**src/rtl/step_button_ctrl.sv**
```systemverilog
// Two-button front end: sync, debounce, step pulse with optional auto-repeat, dir toggle.
// Optional feature: define AUTO_REPEAT_EN to enable auto-repeat while step is held.
module step_button_ctrl #(
  parameter int DEBOUNCE_CYCLES = 16,
  parameter int HOLD_CYCLES     = 64,
  parameter int REPEAT_CYCLES   = 32,
  parameter int CNT_W           = 8
) (
  input  logic clk,
  input  logic rst,
  input  logic btn_step,
  input  logic btn_dir,
  output logic nxt,
  output logic dir,
  output logic busy
);

  if (DEBOUNCE_CYCLES < 2 || REPEAT_CYCLES < 2 || HOLD_CYCLES < 1 ||
      (2 ** CNT_W) <= DEBOUNCE_CYCLES ||
      (2 ** CNT_W) <= HOLD_CYCLES ||
      (2 ** CNT_W) <= REPEAT_CYCLES) begin : g_bad_cfg
    $error("step_button_ctrl: invalid parameter set");
  end

  localparam logic [CNT_W-1:0] DB_LAST   = CNT_W'(DEBOUNCE_CYCLES - 1);
  localparam logic [CNT_W-1:0] HOLD_LAST = CNT_W'(HOLD_CYCLES - 1);
`ifdef AUTO_REPEAT_EN
  localparam logic [CNT_W-1:0] REP_LAST  = CNT_W'(REPEAT_CYCLES - 1);
`endif

  // bit 0 = step, bit 1 = dir
  logic [1:0] raw;
  logic [1:0] s1, s2, s3;
  logic [1:0] stab, stab_n;
  logic [1:0] armed, armed_n;
  logic [1:0] rise, rise_n;
  logic [CNT_W-1:0] db_cnt [2];
  logic [CNT_W-1:0] db_n   [2];

  assign raw = {btn_dir, btn_step};

  // armed stays low after reset until a genuine low level has been seen,
  // so a button held through reset never counts as a press.
  always_comb begin
    stab_n  = stab;
    armed_n = armed;
    rise_n  = '0;
    db_n    = '{default: '0};
    for (int i = 0; i < 2; i++) begin
      if (s2[i] != s3[i]) begin
        db_n[i] = (s2[i] != stab[i]) ? CNT_W'(1) : '0;
      end else if (s2[i] != stab[i]) begin
        if (db_cnt[i] == DB_LAST) begin
          stab_n[i] = s2[i];
          rise_n[i] = s2[i] & armed[i];
          if (!s2[i]) armed_n[i] = 1'b1;
        end else begin
          db_n[i] = db_cnt[i] + CNT_W'(1);
        end
      end else if (!armed[i] && !stab[i]) begin
        if (db_cnt[i] == DB_LAST) armed_n[i] = 1'b1;
        else db_n[i] = db_cnt[i] + CNT_W'(1);
      end
    end
  end

  always_ff @(posedge clk or posedge rst) begin
    if (rst) begin
      s1     <= '0;
      s2     <= '0;
      s3     <= '0;
      stab   <= '0;
      armed  <= '0;
      rise   <= '0;
      db_cnt <= '{default: '0};
    end else begin
      s1     <= raw;
      s2     <= s1;
      s3     <= s2;
      stab   <= stab_n;
      armed  <= armed_n;
      rise   <= rise_n;
      db_cnt <= db_n;
    end
  end

  typedef enum logic [1:0] {
    IDLE,
    PRESSED
`ifdef AUTO_REPEAT_EN
    , REPEAT
`endif
  } state_t;

  state_t state_q, state_n;
  logic [CNT_W-1:0] hold_q, hold_n;
`ifdef AUTO_REPEAT_EN
  logic [CNT_W-1:0] rep_q, rep_n;
`endif
  logic req;
  logic pend;
  logic emit;

  always_comb begin
    state_n = state_q;
    hold_n  = hold_q;
    req     = 1'b0;
`ifdef AUTO_REPEAT_EN
    rep_n   = rep_q;
`endif
    unique case (state_q)
      IDLE: begin
        if (rise[0]) begin
          req     = 1'b1;
          hold_n  = '0;
          state_n = PRESSED;
        end
      end
      PRESSED: begin
        if (!stab[0]) begin
          state_n = IDLE;
        end else if (hold_q == HOLD_LAST) begin
`ifdef AUTO_REPEAT_EN
          req     = 1'b1;
          rep_n   = '0;
          state_n = REPEAT;
`endif
        end else begin
          hold_n = hold_q + CNT_W'(1);
        end
      end
`ifdef AUTO_REPEAT_EN
      REPEAT: begin
        if (!stab[0]) begin
          state_n = IDLE;
        end else if (rep_q == REP_LAST) begin
          req   = 1'b1;
          rep_n = '0;
        end else begin
          rep_n = rep_q + CNT_W'(1);
        end
      end
`endif
      default: state_n = IDLE;
    endcase
  end

  // a pulse colliding with a dir toggle waits one cycle so dir settles first
  assign emit = ~nxt & ~rise[1] & (pend | req);
  assign busy = (state_q != IDLE);

  always_ff @(posedge clk or posedge rst) begin
    if (rst) begin
      state_q <= IDLE;
      hold_q  <= '0;
`ifdef AUTO_REPEAT_EN
      rep_q   <= '0;
`endif
      pend    <= 1'b0;
      nxt     <= 1'b0;
      dir     <= 1'b0;
    end else begin
      state_q <= state_n;
      hold_q  <= hold_n;
`ifdef AUTO_REPEAT_EN
      rep_q   <= rep_n;
`endif
      pend    <= (pend | req) & ~emit;
      nxt     <= emit;
      dir     <= dir ^ rise[1];
    end
  end

endmodule
```
**config.mk**
```make
export PLATFORM = sky130hd
export DESIGN_NAME = step_button_ctrl
export DESIGN_NICKNAME = d
export VERILOG_FILES = /design/src/rtl/step_button_ctrl.sv
export SDC_FILE = /design/constraint.sdc
export NUM_CORES = 1
export LEC_CHECK = 0
export CORE_MARGIN = 2
export CORE_UTILIZATION = 60
export CTS_BUF_LIST = sky130_fd_sc_hd__clkbuf_8 sky130_fd_sc_hd__clkbuf_16
export CTS_CLUSTER_SIZE = 30
export DETAILED_ROUTE_END_ITERATION = 10
export PLACE_DENSITY = 0.77
export SLEW_MARGIN = 40
export SYNTH_ARGS = -nofsm -noshare
export SYNTH_HDL_FRONTEND = slang
export SYNTH_SLANG_ARGS = --single-unit
export TNS_END_PERCENT = 100
```
**constraint.sdc**
```tcl
create_clock -name clk -period 2.12 [get_ports clk]
set_clock_uncertainty 0.05 [all_clocks]
set_input_delay 0.53 -clock clk [delete_from_list [all_inputs] [get_ports clk]]
set_output_delay 0.53 -clock clk [all_outputs]
set_load 0.05 [all_outputs]
```
Word-level counts from Yosys, hierarchy flattened
Index checks and enable logic that the tools add are counted.
Word-level totals
  register bits: 33
  input port bits: 4
  output and inout bits: 3
  word-level logic and storage cells: 85
Cells by class
  $add $sub $neg: 2
  equal/unequal tests: 11
  muxes and demuxes: 31
  bitwise operators: 12
  reductions and logical operators: 15
Operator list (count)
  $mux 8: 8
  $mux 1: 20
  $add 8x1->8 const B: 2
  $eq 8x4->1 const B: 2
  $ne 2x2->1 const B: 4
  $reduce_and 4->1: 2
  $reduce_and 3->1: 2
  $reduce_bool 2->1: 3
  $and 1x1->1: 5
  $not 1->1: 5
  $logic_not 1->1: 4
  $mux 2: 2
  $ne 1x1->1: 4
  $pmux 2 s2: 1
  $eq 2x1->1 const B: 1
  $logic_and 1x1->1: 2
  $logic_not 2->1: 1
  $reduce_and 2->1: 1
  $or 1x1->1: 1
  $xor 1x1->1: 1

Longest topological paths before layout
Gate-level depths: netlist of the first run.
  depth in word-level cells: 6
  mapped depth: 4

Worst setup path before layout of the first run
Ideal clock, no wire load.
  path kind: reg2reg
  start: register db_cnt[12] (netlist bit)
  end: register rise[0]
  arrival: 1.264 ns
  required time: 2.004 ns
  slack: 0.739 ns
  stages on the path, launching flop included: 4
  buffers on the path: 0
  clock period less this slack: 1.381 ns
  cells stage by stage: dfrtp_1 > or4_4 > nor2_4 > and3_1
Between the ends
  cells in the longest elaborated chain, start to end: 4
Ends and longest elaborated chain
  from (decl): line 37  | logic [CNT_W-1:0] db_cnt [2];
  from (signal assigned): line 83  | db_cnt <= db_n;
  $eq 8x4->1: line 53  | if (db_cnt[i] == DB_LAST) begin
  $mux 1: line 53
  $mux 1: line 52  | end else if (s2[i] != stab[i]) begin
  $mux 1: line 50  | if (s2[i] != s3[i]) begin
  via rise_n[0]: line 36  | logic [1:0] rise, rise_n;
  to (signal assigned): line 82  | rise <= rise_n;
  to (decl): line 36
The timed path passes the listed nets, and every way through them passes these cells.
A chain may end at the register's enable or synchronous reset.

Final worst setup path of the first run
  start: register state_q[0]
  end: output busy
Between the ends
  cells in the longest elaborated chain, start to end: 1
Ends and longest elaborated chain
  from (decl): line 95  | state_t state_q, state_n;
  from (signal assigned): line 163  | state_q <= state_n;
  $reduce_bool 2->1: line 150  | assign busy = (state_q != IDLE);
  to (decl): line 15  | output logic busy
No other way between the ends.

==> reports/metrics.yaml, run 1 <==
synthesis:
  ys_top_cells_by_area: "dfrtp_1, o21ai_0, a21oi_1"
  syn_avg_cell_area_um2: 11.11
  synth_top_area_cell: "dfrtp_1"
  ys_ff_latch: 32
  synth-async-reset-ratio_pct: 100.0
  ys_seq_area_share_pct: 58.61
  syn_inst: 123
  synth_top_area_share_pct: 58.61
  synth.distinct_cells: 32
  synth_edf_count: 0
  synth.net_count: 129
  syn_area_um2: 1366
  synth_top_flop_cell: "dfrtp_1"
  yosys_warnings: 0
clock_tree:
  clock-root-buffer: "clkbuf_8"
  clock_latency_ps: 280
  postCtsSetupBuffers: 0
  clock_sinks: 32
  cts_resized: 0
  clk_path_buf_depth: 2
  cts_tree: "yes"
  numCtsBuffers: 5
  path_clk_slew_ps: 70
  htree_num_levels: 2
  cts_hold_buf: 0
die:
  rows: 17
  ios: 7
  die_w_um: 51.72
  die_area_um2: 2675
  core_area_um2: 2191
  die_height_um: 51.72
  initial_core_util_pct: 62.36
worst_setup_path:
  worstReg2RegStart: "db_cnt[0]$_DFF_PP0_"
  crit_start: "state_q[0]$_DFFE_PP0P_"
  cp_max_fo: 3
  crit_chain: "clkdlybuf4s50_1"
  cp_slowest_cell: "clkdlybuf4s50_1"
  crit_arrival_ps: 1460
  cp.required_ps: 1540
  critPathCaptureType: "output port"
  crit_path_max_incr_delay_ps: 810
  start_kind: "flop"
  critPathKind: "reg -> out"
  cp_top_family: "buffers and inverters"
  crit_buf_inv: 1
placed_design:
  hpwl_mm: 1.641
  place_congestion: 0.7869
  port_buffers: 6
cells_and_area:
  most-common-layout-cells: "dfrtp_1, o21ai_0, a21oi_1"
  multi_input_area_um2: 554.3
  seq_area_um2: 800.8
  fillers: 151
  layout_commonest_cell: "dfrtp_1"
  fin_nets: 143
  antennaDiodeCount: 0
  drive_gt1_share_pct: 10.87
  area_growth_pct: 16.76
  utilization_pct: 72.82
sta:
  rsz0062_at_grt: "false"
  slew_headroom_pct: 54.57
  setup_viol: 0
  finalHoldViolCount: 0
  period_needed_ps: 2037
  hold_ws_ps: 303.6
  finalCritPeriodShare_pct: 96.07
  slew_viol_final: 0
  fin_setup_tns_ps: 0
  worst_pin_slew_ps: 681.5
  fmax_ghz: 0.4910
route:
  firstDrtPassIters: 4
  wl_per_cell_um: 14.63
  viasPerCell: 5.801
  detail_route.wirelength_mm: 2.429
  drc: 0
  num_vias: 963
  ant_nets: 0
  drt_iter0_drc: 33
grt:
  grt_pass1_wl_mm: 4.195
  grt_max_degree: 33
  grt_pass1_vias: 956
  grt.total_usage_pct: 21.98
  grt_overflow_total: 0
  antenna_found_initial: 0
power_and_ir_drop:
  peakVddDrop_v: 0.0007271
  power_density_nw_per_um2: 822.2
  p_leak_uw: 0.0006838
  total_power_uw: 1312
hold_path:
  hold_start: "s1[1]$_DFF_PP0_"
  hold_path_class: "reg -> reg"
outcome:
  status: "completed"
flow_run:
  drv_cap: 0
-- Yosys cell counts, types with 2 or more instances --
| cell type | instances |
|---|---|
| ha_1 | 2 |
| o21ai_0 | 10 |
| a211oi_1 | 4 |
| nand3_1 | 5 |
| and3_1 | 2 |
| nor2_1 | 6 |
| nand2_1 | 7 |
| xor2_1 | 2 |
| or4_4 | 2 |
| nor3b_1 | 2 |
| or3_1 | 7 |
| nand2b_1 | 2 |
| inv_1 | 3 |
| and3b_1 | 2 |
| o31ai_1 | 2 |
| xnor2_1 | 2 |
| nand3b_1 | 2 |
| nand4_1 | 2 |
| dfrtp_1 | 32 |
| nor3_1 | 4 |
| nor2b_1 | 4 |
| a21oi_1 | 9 |
-- cell families after synthesis --
group / Yosys count / synth area share (%)
multiplexers: 1 / 0.8241
adder cells (fa/ha/maj): 2 / 1.831
XOR/XNOR: 4 / 2.565
flip-flops: 32 / 58.61
buffers and inverters: 3 / 0.8241
AND/OR/NAND/NOR: 51 / 22.16
AO/OA/AOI/OAI: 30 / 13.19
-- final cells by class --
class,count,share of cell area [%]
inverters,3,0.7059
repair buffers,7,4.235
well taps,28,2.196
multi-input cells,88,34.75
clock inverters,1,1.882
flip-flops and latches,32,50.20
clock buffers,7,6.039
-- worst paths after layout --
kind,to,slack (ps),cells past startpoint
worst min-delay path,s2[1]$_DFF_PP0_,300,0
worst min register to register,s2[1]$_DFF_PP0_,300,0
max in group asynchronous,db_cnt[10]$_DFF_PP0_,1140,3
worst max register to register,db_cnt[6]$_DFF_PP0_,540,4
worst max-delay path,busy,80,1
min in group asynchronous,armed[1]$_DFFE_PP0P_,590,3
-- registers in the layout, summed over array words and instances (netlist names), 2 cells and up --
name and count:
stab 2, s2 2, s3 2, rise 2, armed 2, db_cnt 16, s1 2
-- stage by stage --
step | cell area, um^2 | cells | setup WS [ps]
detailed placement | 1469 | 158 | 381.9
floorplan | 1366 | 123 | 739.1
global placement | 1469 | 158 | 396.2
finish | 1595 | 166 | 83.39
CTS | 1595 | 166 | 71.27
global route | 1595 | 166 | 29.35
-- power breakdown --
part / switching (uW) / internal, uW / total (uW)
Clock: 221 / 415 / 636
Sequential: 12.3 / 622 / 635
Combinational: 24.4 / 17.0 / 41.4
Total: 258 / 1050 / 1310
-- layer usage --
metal  GRT usage (%)  share of wire (%)  wire length (um)  vias to the layer above
met5               0                  0                 0                        -
met4           11.84                1.6                40                        0
met3           6.322                3.5                85                        6
met2           33.12                 47              1145                       16
met1           28.77                 48              1158                      466
li1                -                  -                 -                      475
Power figures use the tool's default switching activity.
==> run 2: changes to the inputs <==
Settings changed: CORE_ASPECT_RATIO set to 1.4.
==> run 2 against run 1 <==
Against the previous run:
- via count rose by 1.1%
- utilization fell by 0.75 points
- non-clock buffer count did not move
- highest routed layer unchanged
==> reports/metrics.yaml, run 2 (synthesized netlist as in run 1, its figures left out) <==
power_and_ir_drop:
  intPower_uw: 982.8  # -6.7%
  power_density_nw_per_um2: 789.6  # -4.0%
  seqPwrFrac_pct: 51.2  # +2.8 points
  switchingPower_uw: 256.2  # -0.64%
  total_power_uw: 1239  # -5.5%
  swShare_pct: 20.68  # +1.0 points
  clkPwrFrac_pct: 45.4  # -3.1 points
  peakVddDrop_v: 0.0006900  # -5.1%
  p_leak_uw: 0.0006787  # -0.75%
  p_comb_share_pct: 3.4  # +0.2 points
clock_tree:
  clock_sinks: 32  # unchanged
  cts_tree: "yes"
  clock_latency_ps: 280  # about the same
  cts_resized: 0  # unchanged
  path_clk_slew_ps: 70  # about the same
  htree_num_levels: 2  # unchanged
  clk_path_buf_depth: 2  # unchanged
  clock-root-buffer: "clkbuf_8"
  postCtsSetupBuffers: 0  # unchanged
  cts_hold_buf: 0  # unchanged
  numCtsBuffers: 5  # unchanged
placed_design:
  place_congestion: 0.7554  # -4.0%
  port_buffers: 6  # unchanged
  hpwl_mm: 1.579  # -3.8%
  dp_cells: 152  # -3.8%
sta:
  fmax_ghz: 0.4892  # -0.36%
  rsz0062_at_grt: "false"
  fin_setup_tns_ps: 0  # unchanged
  slew_headroom_pct: 53.71  # -0.86 points
  hold_ws_ps: 301.0  # -2.601 ps
  finalCritPeriodShare_pct: 96.41  # +0.35 points
  setup_viol: 0  # unchanged
  slew_viol_final: 0  # unchanged
  finalHoldViolCount: 0  # unchanged
  worst_pin_slew_ps: 694.3  # +12.83 ps
  period_needed_ps: 2044  # +7.377 ps
cells_and_area:
  fillers: 175  # +16%
  most-common-layout-cells: "dfrtp_1, o21ai_0, a21oi_1, nand2_1, or3_1"
  fin_cells: 160  # -3.6%
  largest_reg_flops: 16  # unchanged
  antennaDiodeCount: 0  # unchanged
  multi_input_area_um2: 554.3  # unchanged
  layout_commonest_cell: "dfrtp_1"
  seq_area_um2: 800.8  # unchanged
  fin_nets: 143  # unchanged
  utilization_pct: 72.07  # -0.75 points
  drive_gt1_share_pct: 10.14  # -0.72 points
  area_growth_pct: 14.83
  regMostFlops: "db_cnt"
route:
  firstDrtPassIters: 4  # unchanged
  drt_iter0_drc: 41  # +24%
  ant_nets: 0  # unchanged
  num_vias: 974  # +1.1%
  viasPerCell: 6.088  # +4.9%
  wl_per_cell_um: 15.03  # +2.7%
  drc: 0  # unchanged
  detail_route.wirelength_mm: 2.404  # -1.0%
grt:
  antenna_found_initial: 0  # unchanged
  grt_max_degree: 33  # unchanged
  grt_overflow_total: 0  # unchanged
  grt.total_usage_pct: 22.38  # +0.40 points
  grt_pass1_vias: 1002  # +4.8%
  grt_pass1_wl_mm: 4.326  # +3.1%
worst_setup_path:
  critPathCaptureType: "output port"
  critPathKind: "reg -> out"
  crit_chain: "clkdlybuf4s50_1"
  crit_buf_inv: 1  # unchanged
  crit_start: "state_q[0]$_DFFE_PP0P_"
  crit_cells: 1  # unchanged
  start_kind: "flop"
  cp_max_fo: 3  # unchanged
  worstRegToRegCells: 4  # unchanged
  worstReg2RegStart: "db_cnt[0]$_DFF_PP0_"
  cp.required_ps: 1540  # about the same
  crit_path_max_incr_delay_ps: 810  # about the same
  cp_top_family: "buffers and inverters"
  crit_arrival_ps: 1460  # about the same
  cp_slowest_cell: "clkdlybuf4s50_1"
hold_path:
  whs_path_depth: 0  # unchanged
  hold_start: "s1[1]$_DFF_PP0_"
  hold_path_class: "reg -> reg"
die:
  die_w_um: 44.33  # -14%
  core_area_um2: 2177  # -0.63%
  initial_core_util_pct: 62.76  # +0.39 points
  die_height_um: 60.46  # +17%
  rows: 20  # +3
  ios: 7  # unchanged
  die_area_um2: 2680  # +0.20%
outcome:
  status: "completed"
flow_run:
  drv_cap: 0  # unchanged
==> run 2: per-stage QoR <==
stage / cell area, um^2 / worst slack [ps]
final: 1569 / 76.01
after detailed placement: 1461 / 369.1
after floorplan: 1366 / 739.1
after CTS: 1569 / 54.87
after global routing: 1569 / 13.50
after global placement: 1461 / 393.3
==> run 2: area by class of cell <==
| cell class | instances | area share, % |
|---|---|---|
| Clock buffer | 5 | 4.386 |
| Tap cell | 22 | 1.754 |
| Clock inverter | 3 | 2.472 |
| Inverter | 3 | 0.7177 |
| Sequential cell | 32 | 51.04 |
| Multi-Input combinational cell | 88 | 35.33 |
| Timing Repair Buffer | 7 | 4.306 |
==> run 2: worst register-to-register path, cell delays in order, from the launching register on <==
cell and delay [ps]:
dfrtp_1 420, ha_1 240, nand3_1 240, or3_1 420, a21oi_1 130
==> run 2: worst paths after layout <==
path	to	slack (ps)
worst max-delay path	busy	80
worst min-delay path	s2[1]$_DFF_PP0_	300
worst max register to register	db_cnt[4]$_DFF_PP0_	530
worst min register to register	s2[1]$_DFF_PP0_	300
max in group asynchronous	db_cnt[5]$_DFF_PP0_	1150
min in group asynchronous	rise[0]$_DFF_PP0_	590
==> run 2: power groups by stage <==
stage / logic [uW] / registers [uW] / clock network (uW)
after global routing: 48.5 / 636 / 602
final: 41.5 / 635 / 563
after floorplan: 27.8 / 643 / 0
after detailed placement: 42.1 / 646 / 0
after CTS: 42.8 / 635 / 574
after global placement: 40.9 / 645 / 0
==> run 2: metal layers <==
metal | GRT usage, % | wire, um
met1 | 25.50 | 1010
met2 | 37.82 | 1249
met3 | 7.143 | 80
met4 | 10.82 | 63
met5 | 0 | 0
==> run 3: changes to the inputs <==
--- a/config.mk
+++ b/config.mk
@@ -8,3 +8,3 @@
 export CORE_ASPECT_RATIO = 1.4
-export CORE_MARGIN = 2
+export CORE_MARGIN = 4
 export CORE_UTILIZATION = 60
==> constraint.sdc (replaced) <==
create_clock -name clk -period 2.12 [get_ports clk]
set_clock_uncertainty 0.05 [all_clocks]
set_input_delay 0.424 -clock clk [delete_from_list [all_inputs] [get_ports clk]]
set_output_delay 0.424 -clock clk [all_outputs]
set_load 0.05 [all_outputs]
==> run 3 against run 2 <==
Against the previous run:
- via count is 1.1% lower
- die area up 16%
- clock power is 25% lower
- utilization fell by 1.4 points
- worst setup slack improved by 100 ps
- count of clock-buffer cells in the layout unchanged
- largest power group unchanged
==> reports/metrics.yaml, run 3 (synthesized netlist as in run 1, its figures left out) <==
sta:
  slew_viol_final: 0  # unchanged
  hold_ws_ps: 296.8  # -4.266 ps
  worst_pin_slew_ps: 616.4  # -77.96 ps
  fmax_ghz: 0.5152  # +5.3%
  finalHoldViolCount: 0  # unchanged
  finalCritPeriodShare_pct: 91.56  # -4.9 points
  setup_viol: 0  # unchanged
  fin_setup_tns_ps: 0  # unchanged
  slew_headroom_pct: 58.91  # +5.2 points
  period_needed_ps: 1941  # -102.8 ps
  rsz0062_at_grt: "false"
clock_tree:
  clk_path_buf_depth: 2  # unchanged
  path_clk_slew_ps: 60  # about the same
  cts_resized: 0  # unchanged
  clock-root-buffer: "clkbuf_8"
  clock_latency_ps: 280  # about the same
  numCtsBuffers: 5  # unchanged
  clock_sinks: 32  # unchanged
  htree_num_levels: 2  # unchanged
  cts_hold_buf: 0  # unchanged
  cts_tree: "yes"
  postCtsSetupBuffers: 0  # unchanged
cells_and_area:
  largest_reg_flops: 16  # unchanged
  antennaDiodeCount: 0  # unchanged
  drive_gt1_share_pct: 9.489  # -0.66 points
  utilization_pct: 70.69  # -1.4 points
  layout_commonest_cell: "dfrtp_1"
  area_growth_pct: 12.64
  regMostFlops: "db_cnt"
  fin_cells: 159  # -0.63%
  most-common-layout-cells: "dfrtp_1, o21ai_0, a21oi_1, nand2_1, or3_1"
  fin_nets: 143  # unchanged
worst_setup_path:
  cp_max_fo: 3  # unchanged
  start_kind: "flop"
  cp_top_family: "buffers and inverters"
  critPathCaptureType: "output port"
  cp.required_ps: 1650  # +110 ps
  cp_slowest_cell: "clkdlybuf4s50_1"
  crit_buf_inv: 1  # unchanged
  ff2ff_setup_slack_ps: 530  # about the same
  crit_path_max_incr_delay_ps: 810  # about the same
  crit_arrival_ps: 1470  # about the same
  crit_chain: "clkdlybuf4s50_1"
  critPathKind: "reg -> out"
power_and_ir_drop:
  intPower_uw: 857.2  # -13%
  swShare_pct: 22.09  # +1.4 points
  peakVddDrop_v: 0.0007004  # +1.5%
  seqPwrFrac_pct: 57.7  # +6.5 points
  total_power_uw: 1100  # -11%
  clkPwrFrac_pct: 38.6  # -6.8 points
  switchingPower_uw: 243.0  # -5.1%
  p_leak_uw: 0.0006646  # -2.1%
  power_density_nw_per_um2: 714.9  # -9.5%
  p_comb_share_pct: 3.7  # +0.3 points
die:
  rows: 20  # unchanged
  ios: 7  # unchanged
  core_area_um2: 2177  # unchanged
  die_w_um: 48.33  # +9.0%
  initial_core_util_pct: 62.76  # unchanged
  die_height_um: 64.46  # +6.6%
  die_area_um2: 3115  # +16%
placed_design:
  hpwl_mm: 1.676  # +6.1%
  dp_cells: 152  # unchanged
  port_buffers: 6  # unchanged
  place_congestion: 0.7580  # +0.34%
route:
  detail_route.wirelength_mm: 2.389  # -0.62%
  num_vias: 963  # -1.1%
  drt_iter0_drc: 29  # -29%
  wl_per_cell_um: 15.03  # about the same
  ant_nets: 0  # unchanged
  drc: 0  # unchanged
  firstDrtPassIters: 4  # unchanged
  viasPerCell: 6.057  # -0.51%
grt:
  grt.total_usage_pct: 18.05  # -4.3 points
  antenna_found_initial: 0  # unchanged
  grt_overflow_total: 0  # unchanged
  grt_pass1_vias: 1003  # +0.10%
  grt_pass1_wl_mm: 4.243  # -1.9%
  grt_max_degree: 33  # unchanged
hold_path:
  hold_path_class: "reg -> reg"
outcome:
  status: "completed"
flow_run:
  drv_cap: 0  # unchanged
## run 3: changes by cell type in the layout (fill, tap and decap cells not counted), sizes merged
cell,change
bufinv,-1
## run 3: per-layer routing
layer / vias up / wire length, um / GRT usage, % / part of all wire [%]
met3: 5 / 96 / 6.897 / 4.0
li1: 476 / - / - / -
met5: - / 0 / 0 / 0
met1: 468 / 955 / 18.03 / 40
met2: 14 / 1269 / 31.21 / 53
met4: 0 / 68 / 10.38 / 2.8
## run 3: final timing paths
path,endpoint,cells past startpoint,startpoint
max,busy,1,state_q[0]$_DFFE_PP0P_
min,s2[0]$_DFF_PP0_,0,s1[0]$_DFF_PP0_
max reg2reg,db_cnt[6]$_DFF_PP0_,4,db_cnt[0]$_DFF_PP0_
min reg2reg,s2[0]$_DFF_PP0_,0,s1[0]$_DFF_PP0_
max in group asynchronous,db_cnt[2]$_DFF_PP0_,3,rst
min in group asynchronous,pend$_DFF_PP0_,3,rst
## run 3: layout make-up
type	instances	area [um^2]
flip-flops and latches	32	800.8
clock buffers	5	68.82
repair buffers	7	67.56
multi-input cells	88	554.3
inverters	3	11.26
well taps	22	27.53
fillers	171	638.1
clock inverters	2	8.758
## run 3: power groups by stage
stage | sequential, uW | combinational (uW) | clock, uW
after global placement | 645 | 41.2 | 0
after detailed placement | 645 | 42.0 | 0
after CTS | 634 | 42.3 | 439
after global routing | 636 | 47.1 | 476
final | 635 | 40.7 | 425
after floorplan | 643 | 27.8 | 0
## run 3: per-stage QoR
| stage | cell area, um^2 | setup WS, ps |
|---|---|---|
| after global routing | 1539 | 110.3 |
| after global placement | 1461 | 497.1 |
| after detailed placement | 1461 | 477.8 |
| after CTS | 1539 | 156.1 |
| final | 1539 | 178.8 |
| after floorplan | 1366 | 739.1 |
